## src/rtl/div_result_bcd.sv

```systemverilog
// Converts a divider quotient/remainder pair to packed BCD using two parallel
// iterative double-dabble engines, with valid/ready handshakes on both sides.
module div_result_bcd #(
    parameter int WIDTH  = 8,
    parameter int DIGITS = 3
) (
    input  logic                  clk,
    input  logic                  rst,
    input  logic                  in_valid,
    output logic                  in_ready,
    input  logic [WIDTH-1:0]      quotient,
    input  logic [WIDTH-1:0]      remainder,
    input  logic                  in_dbz,
    output logic                  out_valid,
    input  logic                  out_ready,
    output logic [4*DIGITS-1:0]   q_bcd,
    output logic [4*DIGITS-1:0]   r_bcd,
    output logic                  err,
    output logic                  busy
);

    localparam int BW = 4 * DIGITS;
    localparam int SW = BW + WIDTH;
    localparam int CW = $clog2(WIDTH + 1);

    typedef enum logic [1:0] {IDLE, CONV, DONE} state_t;

    state_t          state_q, state_d;
    logic [CW-1:0]   cnt_q, cnt_d;
    logic [SW-1:0]   q_sh_q, q_sh_d, r_sh_q, r_sh_d;
    logic [SW-1:0]   q_step, r_step;
    logic [BW-1:0]   q_bcd_q, q_bcd_d, r_bcd_q, r_bcd_d;
    logic            err_q, err_d, out_valid_q, out_valid_d;

    // Shift register layout is {bcd digits, binary}; adjust digits, then shift.
    function automatic logic [SW-1:0] dd_step(input logic [SW-1:0] s);
        logic [SW-1:0] a;
        a = s;
        for (int d = 0; d < DIGITS; d++) begin
            if (a[WIDTH+4*d +: 4] >= 4'd5)
                a[WIDTH+4*d +: 4] = a[WIDTH+4*d +: 4] + 4'd3;
        end
        return {a[SW-2:0], 1'b0};
    endfunction

    assign q_step = dd_step(q_sh_q);
    assign r_step = dd_step(r_sh_q);

    always_comb begin
        state_d     = state_q;
        cnt_d       = cnt_q;
        q_sh_d      = q_sh_q;
        r_sh_d      = r_sh_q;
        q_bcd_d     = q_bcd_q;
        r_bcd_d     = r_bcd_q;
        err_d       = err_q;
        out_valid_d = out_valid_q;
        case (state_q)
            IDLE: begin
                if (in_valid) begin
                    if (in_dbz) begin
                        q_bcd_d     = '1;
                        r_bcd_d     = '1;
                        err_d       = 1'b1;
                        out_valid_d = 1'b1;
                        state_d     = DONE;
                    end else begin
                        q_sh_d  = {{BW{1'b0}}, quotient};
                        r_sh_d  = {{BW{1'b0}}, remainder};
                        cnt_d   = '0;
                        state_d = CONV;
                    end
                end
            end
            CONV: begin
                q_sh_d = q_step;
                r_sh_d = r_step;
                cnt_d  = cnt_q + CW'(1);
                if (cnt_q == CW'(WIDTH - 1)) begin
                    q_bcd_d     = q_step[SW-1 -: BW];
                    r_bcd_d     = r_step[SW-1 -: BW];
                    err_d       = 1'b0;
                    out_valid_d = 1'b1;
                    state_d     = DONE;
                end
            end
            DONE: begin
                if (out_ready) begin
                    out_valid_d = 1'b0;
                    state_d     = IDLE;
                end
            end
            default: state_d = IDLE;
        endcase
    end

    always_ff @(posedge clk or posedge rst) begin
        if (rst) begin
            state_q     <= IDLE;
            cnt_q       <= '0;
            q_sh_q      <= '0;
            r_sh_q      <= '0;
            q_bcd_q     <= '0;
            r_bcd_q     <= '0;
            err_q       <= 1'b0;
            out_valid_q <= 1'b0;
        end else begin
            state_q     <= state_d;
            cnt_q       <= cnt_d;
            q_sh_q      <= q_sh_d;
            r_sh_q      <= r_sh_d;
            q_bcd_q     <= q_bcd_d;
            r_bcd_q     <= r_bcd_d;
            err_q       <= err_d;
            out_valid_q <= out_valid_d;
        end
    end

    assign in_ready  = (state_q == IDLE);
    assign busy      = (state_q != IDLE);
    assign out_valid = out_valid_q;
    assign q_bcd     = q_bcd_q;
    assign r_bcd     = r_bcd_q;
    assign err       = err_q;

endmodule

```

## config.mk

```make
export PLATFORM = sky130hd
export DESIGN_NAME = div_result_bcd
export DESIGN_NICKNAME = d
export VERILOG_FILES = /design/src/rtl/div_result_bcd.sv
export SDC_FILE = /design/constraint.sdc
export NUM_CORES = 1
export LEC_CHECK = 0
export BUFFER_PORTS_ARGS = -buffer_cell sky130_fd_sc_hd__buf_2
export CORE_ASPECT_RATIO = 1.75
export CORE_MARGIN = 8
export CORE_UTILIZATION = 40
export DETAILED_ROUTE_END_ITERATION = 12
export GPL_TIMING_DRIVEN = 0
export PLACE_DENSITY = 0.69
export SLEW_MARGIN = 5
export SYNTH_ARGS = -nofsm -noshare
export SYNTH_HDL_FRONTEND = slang
export SYNTH_SLANG_ARGS = --single-unit
```

## constraint.sdc

```tcl
create_clock -name clk -period 1.93 [get_ports clk]
set_input_delay 0 -clock clk [delete_from_list [all_inputs] [get_ports clk]]
set_output_delay 0 -clock clk [all_outputs]
set_load 0.05 [all_outputs]
```

Yosys cells after proc, flatten, opt, wreduce, memory -nomap -nowiden --
Index checks and enable logic that the tools add are counted. Widths: inputs -> output; s select.
Cells by class: add/sub/neg operators 7, $mul 0, div/mod/pow operators 0, magnitude comparators 6, eq/ne operators 8, shifts and indexed selects 0, mux-type cells 33, bitwise logic cells 0, reduce and logical (&&, ||, !) cells 8
Operators with widths (count):
- $mux 20 | 4
- $pmux 20 s2 | 2
- $mux 12 | 4
- $pmux 12 s2 | 2
- $ge 4x3->1 const B | 6
- $mux 4 | 6
- $add 4x2->4 const B | 4
- $mux 2 | 4
- $ne 2x2->1 const B | 4
- $pmux 4 s2 | 1
- $add 3x2->3 const B | 2
- $mux 3 | 2
- $pmux 2 s3 | 1
- $reduce_and 3->1 | 2
- $mux 1 | 5
- $reduce_and 5->1 | 1
- $add 4x1->4 const B | 1
- $eq 4x3->1 const B | 1
- $reduce_and 4->1 | 1
- $reduce_bool 2->1 | 2
- $pmux 1 s3 | 1
- $reduce_bool 3->1 | 1
- $eq 2x1->1 const B | 1
- $eq 2x2->1 const B | 1
- 3 further kinds | 3
Storage, ports and cells: flip-flop bits (word level) 72, bits in latches 0, RAM bits 0, ROM bits 0, bits of input ports 21, output and inout port bits 28, memories 0

Depth between registers and ports, before layout --
Gate-level depths: netlist of the first run.
word-level depth 4, gate-level depth with buffers 7, depth with buffers taken out 6

Worst setup path before layout of the first run --
No wires, ideal clock.
path type flip-flop to flip-flop, start reg state_q[0], end reg q_bcd_q[2], in the netlist q_bcd[2], data arrival time 1898 ps, setup slack -47 ps, stages on the path, launching flop included 7, buffers on the path 2, cell sequence dfrtp_1 buf_6 nor2_1 nand3_1 nand2_4 buf_6 a2bb2oi_1
Between the ends: longest elaborated chain between the ends 3, elaborated cells on any way between the ends 8, those cells by class eq/ne (4); mux (1); reduce/logical (3)
Ends and longest elaborated chain:
- start, declared | RTL line 28 | state_t state_q, state_d;
- start signal, assigned | RTL line 108 | state_q <= state_d;
- $logic_not 2->1 *
- net in_ready | RTL line 10 | output logic in_ready,
- $ne 2x1->1 (no line), or another cell as far along
- $reduce_and 4->1 (no line)
- end signal, assigned | RTL line 112 | q_bcd_q <= q_bcd_d;
- end, declared | RTL line 32 | logic [BW-1:0] q_bcd_q, q_bcd_d, r_bcd_q, r_bcd_d;
The timed path passes the listed nets; every way through them passes the cells marked *. A chain may end at the register's enable or synchronous reset.

Worst setup path after layout of the first run --
start reg r_sh_q[12], end reg r_bcd_q[6], in the netlist r_bcd[6]
Between the ends: longest elaborated chain between the ends 4, elaborated cells on any way between the ends 5, those cells by class add/sub (1); order compare (1); mux (3)
Ends and longest elaborated chain:
- start, declared | RTL line 30 | logic [SW-1:0] q_sh_q, q_sh_d, r_sh_q, r_sh_d;
- start signal, assigned | RTL line 111 | r_sh_q <= r_sh_d;
- $add 4x2->4 or $ge 4x3->1 (tied branches) | RTL line 41, 40
- $mux 4 * | RTL line 40 | if (a[WIDTH+4*d +: 4] >= 4'd5)
- $mux 12 * | RTL line 79 | if (cnt_q == CW'(WIDTH - 1)) begin
- $pmux 12 s2 * | RTL line 58 | case (state_q)
- end signal, assigned | RTL line 113 | r_bcd_q <= r_bcd_d;
- end, declared | RTL line 32
Mark *: on every way between the ends. The rest lies on a longest branch, timed or not. The select of a mux whose other input is x is not followed.

==> results of run 1 <==
power by group through the flow:
stage	clock network, uW	logic [uW]	registers, uW
after floorplan	0	1960	3270
after global placement	0	3450	2570
after detailed placement	0	3550	2590
after CTS	1650	3600	2580
after global routing	1720	3880	2670
final	1620	3550	2580
worst min-delay path, stage by stage:
cell and delay, ns:
buf_2 0.12, nor4b_2 0.10, a21oi_1 0.12
routing by layer:
| metal | part of all wire | track usage | up-vias | wire length (um) |
|---|---|---|---|---|
| met2 | 0.55 | 0.270 | 43 | 4520 |
| met3 | 0.033 | 0.0338 | 13 | 271 |
| met1 | 0.39 | 0.158 | 1335 | 3220 |
| li1 | - | - | 1268 | - |
| met4 | 0.024 | 0.0843 | 0 | 199 |
| met5 | 0 | 0 | - | 0 |
cell usage after synthesis (2+ instances only):
cell type	count
nor3_1	6
nand3_1	6
ha_1	13
buf_6	5
nand2b_1	9
dfrtp_1	72
mux2i_1	11
nor2b_1	2
a222oi_1	3
o22a_1	10
a2bb2oi_1	12
a21oi_1	14
buf_2	8
nor3b_1	6
a22o_1	11
mux2_2	6
o21a_1	2
xnor2_1	6
o21ai_0	38
inv_1	19
o21ai_1	2
nor2_1	4
clkbuf_1	2
nand2_1	32
final timing paths:
kind	slack, ns	start	cells past startpoint	endpoint
worst min-delay path	0.04	in_dbz	3	cnt_q[3]
max in group asynchronous	1.28	rst	4	out_valid
worst max-delay path	0.19	r_sh_q[12]	6	r_bcd[6]
worst max register to register	0.19	r_sh_q[12]	6	r_bcd[6]
min in group asynchronous	0.12	rst	3	r_bcd[7]
worst min register to register	0.48	r_sh_q[3]	2	r_sh_q[3]
sequential cells by signal (all words and copies together) (netlist names):
signal and cells:
err 1, r_sh_q 20, out_valid 1, r_bcd 12, q_bcd 12, state_q 2, cnt_q 4, q_sh_q 20
cells in the final DEF, fill, tap and decap left out, drive strengths merged:
cell type    Yosys  layout
or3              1       1
clkbuf           2      13
o21a             2       2
a22o            11      11
nor3             6       6
a221oi           1       1
mux2i           11      11
dlygate4sd3      0      19
o21bai           1       1
dfrtp           72      72
bufinv           0       1
and2             1       1
nor2             4       4
o211ai           1       1
nand3            6       6
nand2b           9       9
buf             13      62
o21ai           41      41
nand2           34      34
xnor2            6       6
and3b            1       1
a21oi           14      14
nor4b            1       1
o22a            10      10
a2bb2oi         12      12
inv             19      19
o311ai           1       1
nor2b            3       3
nor3b            6       6
a222oi           3       3
ha              13      13
clkinv           0       3
mux2             6       6
xor2             1       1
metrics by stage:
step / hold slack [ns] / instance area (um^2) / TNS [ns] / total power (uW) / instances
final: 0.0446 / 4270 / 0 / 7750 / 487
after global routing: 0.0490 / 4270 / 0 / 8270 / 487
after CTS: 0.0312 / 4270 / 0 / 7830 / 487
after detailed placement: -0.0965 / 3790 / 0 / 6150 / 453
after global placement: 0.232 / 3760 / -51.34 / 6020 / 452
after floorplan: 0.140 / 3400 / 0 / 5230 / 312
kinds of logic after synthesis:
logic type	share of synthesized area
AO/OA/AOI/OAI	0.190
AND/OR/NAND/NOR	0.111
flip-flops	0.530
buffers and inverters	0.0515
multiplexers	0.0522
adder cells (fa/ha/maj)	0.0478
XOR/XNOR	0.0180
area by class of cell:
class	count	area [um^2]
buffer	15	104
fill	744	3990
clock buffer	11	243
sequential	72	1800
clock inverter	4	45.0
inverter	19	73.8
tap	92	115
multi-input combinational	206	1430
timing repair buffer	68	458
repair_timing:
action,in CTS,in global routing
hold buffers,19,0
endpoints found under the hold margin,90,0
setup endpoints to repair,0,0
gates resized for setup,0,0
==> impl.org, run 1 <==
** Pwr
- The internal portion of the total power is 4410 uW.
- Worst ir drop on vdd :: 745 uV
- Power spread over the standard cell area amounts to 1820 nW/um^2.
- Of the total power, combinational logic draws 0.458.
- Summed over all cells, the static leakage comes to 0.00186 uW.
- Of the total power, the clock network draws 0.210.
- Switching Fraction :: 0.431
- Of the total power, registers draw 0.333.
- Reported net switching power :: 3340 uW

** Detailed routing
- Initial DRC count :: around 180
- In the final routed layout, each cell accounts on average for around 17 um.
- Number of nets with antenna violations after detailed routing :: 0
- Final wirelength :: between 8 and 9 mm
- After detailed routing, the number of vias per cell comes to 5.46.
- Vias :: 2659
- In the routed design, unresolved DRC markers number 0.
- The pre-antenna-repair detailed-routing pass consisted of 4 iterations.

** Die
- The initial utilization of the core area, before any placement, comes to 0.412.
- The floorplan step defined a core boundary enclosing between 8000 and 9000 um^2.
- 49 I/O pins were placed.
- Horizontal die dimension :: between 80 and 90 um
- Placement Rows :: 44
- From bottom edge to top edge, the die measures 138 um.
- Die area :: 11800 um^2

** Final layout
- Area growth from synthesis to layout :: 25.5%
- After the last flow step, the layout net total stands at 425.
- Fraction of layout cells with a size suffix above 1 :: 0.225
- Antenna diode count :: 0
- Final core utilization :: 0.517

** Logic synthesis
- Summing every instance area after synthesis gives between 3000 and 4000 um^2.
- The synthesized design contains 72 register bits.
- The synthesized design contains 0 enable-type register cells.
- Sequential cell area fraction in the yosys report :: 0.530
- Synth Area per Inst :: 10.9 um^2
- The netlist uses 37 different library cells.
- The Yosys step of the flow raised 0 warnings.
- Of the post-synthesis cell area, the dominant cell type holds 0.530.
- Top cells by area, synth :: dfrtp_1, o21ai_0, ha_1
- Share of synthesized registers carrying an async set or reset :: 1.00
- The synthesized design spends more area on one cell type than any other, namely dfrtp_1.
- Post-synthesis instance total :: 312
- Syn_nets :: between 300 and 400
- In the synthesized netlist the dominant register cell turns out to be dfrtp_1.

** Place
- Gpl congestion :: 0.752
- Prior to clock tree synthesis, the placed netlist has a worst setup slack of 0.220 ns.
- Detailed placement finished with a half-perimeter wire length of approximately 5.7 mm.
- Number of buffers inserted by port buffering :: 48

** Critical path
- Highest-delay cell along the critical path :: dfrtp_1
- Kind of critical path :: reg -> reg
- Critical path launch point type :: flop
- STA classifies the critical path endpoint as a flop.
- Critical Path AT :: 2.00 ns
- Slowest Stage Delay on Critical Path :: between 0.4 and 0.5 ns
- CP cell instances :: inv_1, ha_1, nand2b_1, a21oi_1, mux2_2, a2bb2oi_1
- Along the worst path, the maximum fanout reaches 5.
- For the worst setup path, the data required time is between 2 and 2.5 ns.
- Worst path buffer plus inverter count :: 1
- The cell family contributing the most delay on the critical path is flip-flops.

** Timing
- The final max-slew violation count is 0.
- Of the available clock period, the critical path in the final layout requires 0.904.
- Setup repair after global routing left no endpoint under its margin.
- Min setup slack post-route :: 0.185 ns
- Final setup violating endpoints :: 0
- Max Clock Freq :: 0.573 GHz
- Slew of the pin with the lowest slew margin :: 0.755 ns
- The worst path in the final design needs a cycle of roughly 1.7 ns, including I/O delays and setup.
- The total count of hold-check failures in the final report is 0.
- Measured against its own limit, the worst slew margin works out to 0.495.
- Layout Skew :: between 0.005 and 0.006 ns

** Clock tree
- The clock tree synthesis step divided the H-tree into 3 levels.
- Post-CTS Setup Bufs :: 0
- Clock tree synthesis found a total of 72 sinks.
- Clock slew at the register clock pins of the worst setup and hold paths :: 0.06 ns
- For the worst-skew pair, the clock arrives at the later sink with an insertion delay of 0.33 ns.
- Clock Tree Buf Depth :: 2
- In this run, CTS created clock tree buffers numbering 9.
- The tree is rooted in a clkbuf_16.
- TritonCTS clock tree :: built

** Outcome
- The flow ran to the end, and the final reports show no timing, DRC or antenna violations.

** GRT
- Largest net degree at the start of global routing :: 66
- Wire length of the first global-routing pass :: 13.7 mm
- Across every metal layer, demand over resource in global routing totals 0.150.
- Vias in the first global route :: 2713
- For this run the aggregate overflow at the end of global routing stands at 0.
- Initial antenna violation count :: 0

** Min path
- Worst hold path type :: in -> reg

** Flow run
- The tool flagged a number of max-cap violations equal to 0.
Power figures use the tool's default switching activity.
==> inputs of run 2 (changes only) <==
--- a/config.mk
+++ b/config.mk
@@ -5,6 +5,7 @@
 export SDC_FILE = /design/constraint.sdc
 export NUM_CORES = 1
 export LEC_CHECK = 0
+export ABC_AREA = 1
 export BUFFER_PORTS_ARGS = -buffer_cell sky130_fd_sc_hd__buf_2
 export CORE_ASPECT_RATIO = 1.75
 export CORE_MARGIN = 8
==> run 2 against run 1 <==
Effect of this change:
- fmax is 1.3% higher
- first-iteration DRC count is 2.3% lower
- flip-flop and latch count stayed put
- combinational power shrank 30%
- routed wire length is 18% higher
- worst hold slack worse by 0.023 ns
- critical path type unchanged
==> impl.org, run 2 <==
** Outcome
- The run finished with clean final reports.

** Critical path
- STA classifies the critical path endpoint as a flop.
- Critical path launch point type :: flop
- Worst path buffer plus inverter count :: 2
- The slowest stage of the critical path is the dfrtp_1 cell.
- Launch point of the worst path :: cnt_q[0]
- Kind of cell with the highest combined delay on the critical path :: simple AND/OR/NAND/NOR gates
- The largest single stage delay on the critical path is 0.41 ns.
- Peak fanout along the critical path :: 10
- Data arrives at the worst endpoint at 1.95 ns.
- Kind of critical path :: reg -> reg
- The startpoint identified for the worst register-to-register timing path is cnt_q[0].
- The most numerous cell type found on the critical path is nand2_1.
- CP cell instances :: ha_1, nand3_1, nand2_1, nand3b_2, buf_2, nand2_1, nand2_1, inv_1
- Endpoint required time on the critical path :: 2.16 ns

** GRT
- Largest net degree at the start of global routing :: 62
- Wire length of the first global-routing pass :: 16.6 mm
- GR Util All Layers :: 0.156
- The via count of the first global-routing pass was 3578.
- Total global routing overflow :: 0
- The initial antenna violation count was 1.

** Timing
- The total count of hold-check failures in the final report is 0.
- RSZ-0062 raised after global routing :: false
- Max Clock Freq :: 0.581 GHz
- Final setup violating endpoints :: 0
- On the final layout, the worst clock skew is 0.00417 ns.
- Setup TNS Final :: 0 ns
- Min setup slack post-route :: 0.208 ns
- Slew of the pin with the lowest slew margin :: 0.621 ns
- Max-slew violation total from the final report :: 0
- Worst slew slack as a fraction of its limit :: 0.586
- The worst path needs 1.72 ns of the cycle, external delays included.
- Of the available clock period, the critical path in the final layout requires 0.892.

** Logic synthesis
- Share of the synthesized area in the top cell type :: 0.472
- Total number of yosys warnings :: 0
- For this run, asynchronously set or reset flops after synthesis account for 1.00.
- Of the total synthesized cell area, the portion taken by XOR and XNOR cells is 0.00229.
- Share of synthesized cell area in full adder, half adder and majority cells :: 0.0426
- Syn_nets :: 561
- Post-synth top flop :: dfrtp_1
- Synth Area per Inst :: about 7.2 um^2
- Post-synthesis instance total :: about 530
- Register bit total from synthesis :: 72
- After synthesis, the largest family of logic cells by area is simple AND/OR/NAND/NOR gates.
- Post-synth design cell area :: 3820 um^2
- Simple-gate share of the synthesized area :: 0.326
- The biggest area contributor in the post-synthesis netlist is dfrtp_1.
- In the post-synthesis netlist, the biggest area contributors are dfrtp_1, nand2_1, inv_1.
- After synthesis, the most frequently instantiated cells are nand2_1, inv_1, dfrtp_1.
- The netlist uses 21 different library cells.
- Compound-Gate Fraction of Synth Area :: 0.0544
- For this run, the register share of the synthesized area comes to 0.472.
- Yosys mapped a number of flops with a built-in enable equal to 0.
- Top-count cell post-synth :: nand2_1
- Proportion of synthesized area in mux cells :: 0

** Detailed routing
- Final wirelength :: 9.67 mm
- Initial DRC count :: 172
- Before antenna repair, the detailed router went through 5 iterations.
- Number of nets with antenna violations after detailed routing :: 0
- In the routed design, unresolved DRC markers number 0.
- Using the TritonRoute via totals, the vias-per-cell ratio works out to 4.84.
- Vias :: 3549
- Post-DR wirelength/cell :: between 10 and 15 um

** Pwr
- In this run the static leakage power is 0.00259 uW.
- Worst ir drop on vdd :: 616 uV
- Power per cell area :: 1350 nW/um^2

** Clock tree
- H-Tree Depth :: 3
- Post-CTS timing repair inserted 0 buffers for setup.
- TritonCTS built the clock tree.
- Clock latency on the worst-skew pair, taken at its later pin, is between 0.3 and 0.4 ns.
- Clk sinks :: 72
- CTS Buf Count :: 9
- Root buf cell :: clkbuf_16
- Clock-pin slew was measured on the worst setup and hold paths at 0.06 ns.
- The number of gates resized after CTS was 0.
- Clock Tree Buf Depth :: 2

** Final layout
- Most used cells in the layout excluding fill and tap cells :: nand2_1, inv_1, dfrtp_1, buf_2, nand3_1
- After the flow finishes, the layout carries non-filler instances totaling between 700 and 800.
- The library cell used most frequently in the layout, excluding fill and tap cells, is nand2_1.
- For this run, the post-layout net count is 640.
- The filler cells instantiated in the layout total 888.
- Area growth from synthesis to layout :: 24.5%
- Registers with the most flip-flops :: q_sh_q x20, r_sh_q x20
- In the final layout, the multi-input gates occupy around 1600 um^2.
- For this run, the share of the core covered by cells in the final layout is 0.508.
- In the final layout, the share of cells above drive strength 1 is 0.137.
- FF/Latch Area :: 1800 um^2

** Die
- The floorplan has 47 rows.
- In this run the horizontal extent of the chip is 89.8 um.
- In this run the count of I/O pins placed on the die edge is 49.
- The die covers 13000 um^2.
- The initial utilization of the core area, before any placement, comes to 0.408.
- The core region is between 9000 and 10000 um^2.
- The floorplan step set the die height to 145 um.

** Place
- Including well taps, the total number of placed cells is between 600 and 700.
- The congestion estimate from routability-driven global placement came to around 0.84.
- At the placement stage, the worst setup path has a slack of 0.199 ns.
- Number of buffers inserted by port buffering :: 48
- HPWL Detailed :: 6.82 mm

** Min path
- Worst hold path type :: in -> reg
- The startpoint identified for the worst hold timing path is in_dbz.

** Flow run
- Max-cap violations in this run came to 0.
==> run 2: changes by cell type in the layout (fill, tap and decap cells not counted), moves of 8 or more <==
cell	before	now
a21oi_1	14	6
a22o_1	11	0
a2bb2oi_1	12	0
inv_1	18	79
mux2i_1	11	0
nand2_1	32	240
nand2b_1	9	0
nand3_1	6	37
nand4_1	0	12
o21ai_0	38	27
o22a_1	10	0
==> run 2: timing repair <==
item,4_1_cts,5_1_grt
hold endpoints to repair,90,0
hold buffers,19,0
endpoints found under the setup margin,0,0
==> run 2: stage by stage <==
stage	hold WS [ns]	total power, uW	instance area, um^2
finish	0.0219	6440	4750
global route	0.0437	6900	4750
CTS	0.00524	6490	4750
detailed placement	-0.0688	4670	4240
global placement	0.221	4590	4210
floorplan	0.117	3970	3820
==> run 2: worst paths after layout <==
kind	cells past startpoint	end	slack [ns]
max in group asynchronous	4	r_sh_q[15]	1.27
hold reg to reg	2	q_bcd[11]	0.47
min in group asynchronous	3	out_valid	0.13
setup reg to reg	8	r_bcd[2]	0.21
setup / recovery	8	r_bcd[2]	0.21
hold / removal	4	state_q[0]	0.02
==> run 2: area by class of cell <==
| class | instances | share of cell area |
|---|---|---|
| Clock buffer | 14 | 0.0597 |
| Antenna cell | 1 | 0.000526 |
| Clock inverter | 2 | 0.00737 |
| Timing Repair Buffer | 68 | 0.0963 |
| Multi-Input combinational cell | 358 | 0.342 |
| Sequential cell | 72 | 0.379 |
| Inverter | 83 | 0.0661 |
| Buffer | 14 | 0.0168 |
| Tap cell | 122 | 0.0321 |
==> run 2: layer usage <==
| layer | GRT usage | part of all wire | vias to the layer above |
|---|---|---|---|
| li1 | - | - | 1773 |
| met1 | 0.157 | 0.38 | 1642 |
| met2 | 0.282 | 0.53 | 108 |
| met3 | 0.0434 | 0.054 | 26 |
| met4 | 0.0784 | 0.034 | 0 |
| met5 | 0 | 0 | - |
==> run 2: power breakdown <==
part           switching (uW)  internal (uW)  total, uW
sequential                302           1900       2200
clock                     603           1140       1740
combinational            1760            730       2490
total                    2670           3770       6440
==> run 2: kinds of logic (layout without fill, tap and decap cells) <==
family | count (synthesis) | after routing
AND/OR/NAND/NOR | 303 | 303
buffers and inverters | 97 | 181
flip-flops | 72 | 72
AO/OA/AOI/OAI | 41 | 41
adder cells (fa/ha/maj) | 13 | 13
XOR/XNOR | 1 | 1
other | 0 | 1
==> run 2: worst register-to-register path, cell delays in order (launching register included) <==
cell and delay, ns:
dfrtp_1 0.41, ha_1 0.23, nand3_1 0.17, nand2_1 0.14
nand3b_2 0.19, buf_2 0.30, nand2_1 0.09, nand2_1 0.06
inv_1 0.04
